===== config.mk =====
export PLATFORM = sky130hd
export DESIGN_NAME = ifu_fetch
export DESIGN_NICKNAME = d
export VERILOG_FILES = /design/src/rtl/ifu_fetch.sv
export SDC_FILE = /design/constraint.sdc
export NUM_CORES = 1
export LEC_CHECK = 0
export BUFFER_PORTS_ARGS = -buffer_cell sky130_fd_sc_hd__buf_4
export CAP_MARGIN = 20
export CORE_MARGIN = 2
export CORE_UTILIZATION = 49
export CTS_CLUSTER_SIZE = 16
export DETAILED_ROUTE_END_ITERATION = 8
export PLACE_DENSITY = 0.93
export SLEW_MARGIN = 10
export SYNTH_ARGS = -nofsm -noshare
export SYNTH_HDL_FRONTEND = slang
export SYNTH_SLANG_ARGS = --single-unit

===== constraint.sdc =====
create_clock -name clk -period 5.4 [get_ports clk]
set_clock_uncertainty 0.2 [all_clocks]
set_input_delay 1.08 -clock clk [delete_from_list [all_inputs] [get_ports clk]]
set_output_delay 1.08 -clock clk [all_outputs]
set_load 0.05 [all_outputs]

===== src/rtl/ifu_fetch.sv =====
// Instruction-fetch front end: PC register, imem req/ack fetch, decode handoff.
// Misaligned PC or memory timeout parks the unit in a sticky error state.
module ifu_fetch #(
    parameter logic [31:0] RESET_PC = 32'h0000_3000,
    parameter int          TIMEOUT  = 16,
    parameter int          CNT_W    = 5
) (
    input  logic        clk,
    input  logic        rst_n,
    input  logic [31:0] nextPC,
    output logic [31:0] nowPC,
    output logic        imem_req,
    output logic [31:0] imem_addr,
    input  logic        imem_ack,
    input  logic [31:0] imem_rdata,
    output logic [31:0] instruction,
    output logic        instr_valid,
    input  logic        instr_ready,
    output logic        fetch_err,
    output logic [1:0]  err_code
);

    typedef enum logic [1:0] {
        S_REQ   = 2'd0,
        S_VALID = 2'd1,
        S_ERR   = 2'd2
    } state_t;

    localparam logic [CNT_W-1:0] CNT_MAX = CNT_W'(TIMEOUT - 1);

    state_t           state_q, state_d;
    logic [31:0]      pc_q, pc_d;
    logic [31:0]      instr_q, instr_d;
    logic [CNT_W-1:0] cnt_q, cnt_d;
    logic             err_q, err_d;
    logic [1:0]       code_q, code_d;

    logic advance;
    logic misaligned;
    logic timeout;

    assign advance    = (state_q == S_VALID) && instr_ready;
    assign misaligned = nextPC[1:0] != 2'b00;
    assign timeout    = (state_q == S_REQ) && !imem_ack && (cnt_q == CNT_MAX);

    always_ff @(posedge clk or negedge rst_n) begin
        if (!rst_n) begin
            state_q <= S_REQ;
        end else begin
            state_q <= state_d;
        end
    end

    always_comb begin
        state_d = state_q;
        unique case (state_q)
            S_REQ: begin
                if (imem_ack) begin
                    state_d = S_VALID;
                end else if (timeout) begin
                    state_d = S_ERR;
                end
            end
            S_VALID: begin
                if (instr_ready) begin
                    state_d = misaligned ? S_ERR : S_REQ;
                end
            end
            default: state_d = S_ERR;
        endcase
    end

    always_comb begin
        imem_req    = 1'b0;
        instr_valid = 1'b0;
        unique case (state_q)
            S_REQ:   imem_req    = 1'b1;
            S_VALID: instr_valid = 1'b1;
            default: ;
        endcase
    end

    // Datapath registers; the error flag is only ever set, reset clears it.
    always_comb begin
        pc_d    = pc_q;
        instr_d = instr_q;
        cnt_d   = cnt_q;
        err_d   = err_q;
        code_d  = code_q;
        if (state_q == S_REQ) begin
            if (imem_ack) begin
                instr_d = imem_rdata;
                cnt_d   = '0;
            end else if (timeout) begin
                err_d  = 1'b1;
                code_d = 2'b10;
            end else begin
                cnt_d = cnt_q + 1'b1;
            end
        end
        if (advance) begin
            pc_d = nextPC;
            if (misaligned) begin
                err_d  = 1'b1;
                code_d = 2'b01;
            end
        end
    end

    always_ff @(posedge clk or negedge rst_n) begin
        if (!rst_n) begin
            pc_q    <= RESET_PC;
            instr_q <= '0;
            cnt_q   <= '0;
            err_q   <= 1'b0;
            code_q  <= 2'b00;
        end else begin
            pc_q    <= pc_d;
            instr_q <= instr_d;
            cnt_q   <= cnt_d;
            err_q   <= err_d;
            code_q  <= code_d;
        end
    end

    assign nowPC       = pc_q;
    assign imem_addr   = pc_q;
    assign instruction = instr_q;
    assign fetch_err   = err_q;
    assign err_code    = code_q;

endmodule


==> qor.csv <==
stage,metric,value,unit
synthesis,synthesis.nets,293,
worst_setup_path,r2r_cells,4,
synthesis,ys_seq_area_share,56.0,%
worst_setup_path,r2r_setup_slack,3.26,ns
layout,final_common_cell,buf_4,
floorplan,dieArea,0.00744,sq mm
floorplan,design.core.area,0.00646,sq mm
cts,clock_path_buffers,2,
cts,path_clk_slew,0.07,ns
detailed_routing,drt_iter0_drc,77,
floorplan,start_util,51.3,%
synthesis,ys_types,34,
layout,design_area,0.00455,sq mm
timing,setup_slack,2.70,ns
placement,hpwl,5190,um
pwr,leakage,2.54,nW
worst_setup_path,r2r-start,state_q[0]$_DFFE_PN0P_,
worst_setup_path,crit_path_start_kind,register,
detailed_routing,vias,2180,
layout,nets,430,
detailed_routing,post_drt_via_cell_ratio,4.93,
worst_setup_path,worstPathMaxFanout,8,
placement,place.gp.congestion,0.760,
worst_setup_path,r2r_end,instruction[30]$_DFFE_PN0P_,
worst_setup_path,worst-path-buf-inv,2,
flow_run,cap_violations,0,
cts,hold_buffers,0,
worst_setup_path,crit_path_top_delay_cell,dfrtp_1,
worst_setup_path,setup.worst_path.class,reg2out,
cts,postCtsSetupRepairBufs,0,
timing,worstMarginPinSlew,0.902,ns
worst_setup_path,crit_path_max_incr_delay,0.46,ns
pwr,irDropWorstVdd,224,uV
layout,diodes,0,
synthesis,yosysTopAreaCellShare,54.4,%
timing,period_share,49.9,%
grt,antenna_found_initial,0,
layout,layout-drive-gt1-share,69.3,%
cts,worstSkewPairLatency,0.33,ns
cts,cts_buffers,9,
timing,relSlewSlack,39.9,%
cts,root_buffer,clkbuf_8,
pwr,p_total,1.11,mW
worst_setup_path,crit_family,flip-flops,
synthesis,ys.flop_type,dfrtp_1,
worst_setup_path,crit_path_cell_trace,or2_1 > inv_4 > buf_4,
timing,hold_viol_final,0,
cts,cts_tree,yes,
detailed_routing,drt_wl_total,6890,um
cts,numClockSinks,74,
timing,max_freq,0.371,GHz
synthesis,synthCells,223,
grt,grt_pass1_wl,11000,um
layout,layout_common_cells,"169 x buf_4, 72 x dfrtp_1, 35 x mux2_2",
synthesis,synth_area_leader_cell,dfrtp_1,
placement,io_buffers,168,
synthesis,synth_edf_count,0,
grt,grt_max_degree,75,
grt,overflow,0,
timing,whs,0.282,ns
timing,period_minus_slack,2.70,ns
grt,grt.total_usage,18.9,%
pwr,power_density,244,mW/mm^2
worst_hold_path,holdPathEnd,fetch_err$_DFF_PN0_,
layout,fillers,471,
detailed_routing,antenna_left,0,
synthesis,avgSynthCellArea,14.9,sq um
worst_hold_path,worstHoldPathCells,1,
detailed_routing,post_drt_wl_per_cell,15.6,um
layout,area_growth,37.5,%
outcome,status,finished clean,
detailed_routing,drc,0,
floorplan,die_h,86.2,um
floorplan,fp-row-count,29,
cts,cts_resized,0,
detailed_routing,dr.pass1.iters,4,
floorplan,ios,169,
timing,rsz0062_at_grt,false,
worst_setup_path,end_kind,output port,
synthesis,ys_seq_elements,74,
synthesis,synthTopCellsByArea,"dfrtp_1 54%, mux2_4 13%, mux2_2 12%",
worst_setup_path,worstPathRequired,4.12,ns
synthesis,synthArstFlopShare,100,%
timing,drv_slew,0,
cts,htree_levels,3,
synthesis,syn_area,0.00331,sq mm
timing,setup_violations,0,
worst_hold_path,holdCritStartpoint,fetch_err$_DFF_PN0_,
grt,grt_pass1_vias,2247,
timing,fin_setup_tns,0,ns
placement,place_area,0.00431,sq mm
floorplan,die_w,86.2,um
placement,post-place-ws,2.89,ns
worst_setup_path,cp.arrival,1.42,ns
worst_hold_path,min_path_type,reg2reg,
synthesis,ys_warn_count,0,
## through the flow
stage          util, %  instances
6_report          70.5        442
5_1_grt           70.5        442
4_1_cts           70.5        442
3_5_place_dp      66.8        426
3_3_place_gp      66.8        426
2_1_floorplan        -        223
## synth_stat cells, types with 2 or more instances
cell and number:
nor2b_1 3, buf_12 4, a22oi_1 2, inv_1 4, nor4_1 2, o22ai_1 2, mux2_2 35, dfstp_2 2
nand2b_1 2, nand2_1 4, buf_6 2, buf_2 3, ha_1 2, mux2_4 29, dfrtp_1 72, buf_4 32
clkbuf_1 2, nor2_1 4, o21ai_0 2
## power breakdown
| part | switching (mW) | internal [mW] | total [mW] |
|---|---|---|---|
| Combinational | 0.0192 | 0.0321 | 0.0513 |
| Sequential | 0.000480 | 0.554 | 0.555 |
| Clock | 0.200 | 0.307 | 0.507 |
| Total | 0.220 | 0.893 | 1.11 |
## final cells by class
| type | instances | area [sq um] | share of cell area (%) |
|---|---|---|---|
| multi-input cells | 101 | 1070 | 23.5 |
| clock buffers | 9 | 124 | 2.72 |
| clock inverters | 7 | 118 | 2.58 |
| inverters | 5 | 21.3 | 0.467 |
| repair buffers | 169 | 1270 | 27.9 |
| flip-flops and latches | 74 | 1850 | 40.7 |
| well taps | 77 | 96.3 | 2.12 |
## logic make-up after synthesis
family                     synth area share, %
buffers and inverters                     11.7
AOI/OAI and AO/OA                         2.30
DFF                                       56.0
muxes                                     25.3
and+or+nand+nor                           3.97
adders and majority gates                0.755
## layer usage
metal  track usage, %  wire (um)  part of all wire, %  vias up
li1                 -          -                    -     1007
met1             22.4       2590                   38     1080
met2             34.5       3760                   55       86
met3             4.10        479                  7.0        7
met4             5.54         58                 0.84        0
met5                0          0                    0        -
## sequential cells by signal, summed over array words and instances, names as in the netlist
register	count
state_q	2
cnt_q	5
err_code	2
fetch_err	1
instruction	32
imem_addr	32
## worst max path at each step
stage                      startpoint                     endpoint  slack [ns]  depth (start not counted)
6_report       state_q[0]$_DFFE_PN0P_                     imem_req        2.70                          3
5_1_grt        state_q[0]$_DFFE_PN0P_                     imem_req        2.64                          3
4_1_cts        state_q[0]$_DFFE_PN0P_                     imem_req        2.69                          3
3_5_place_dp                 imem_ack  instruction[28]$_DFFE_PN0P_        2.89                          3
3_3_place_gp                 imem_ack  instruction[30]$_DFFE_PN0P_        2.93                          3
2_1_floorplan  state_q[0]$_DFFE_PN0P_                  instr_valid        2.94                          2
No activity file was read; power rests on OpenSTA's default activity.
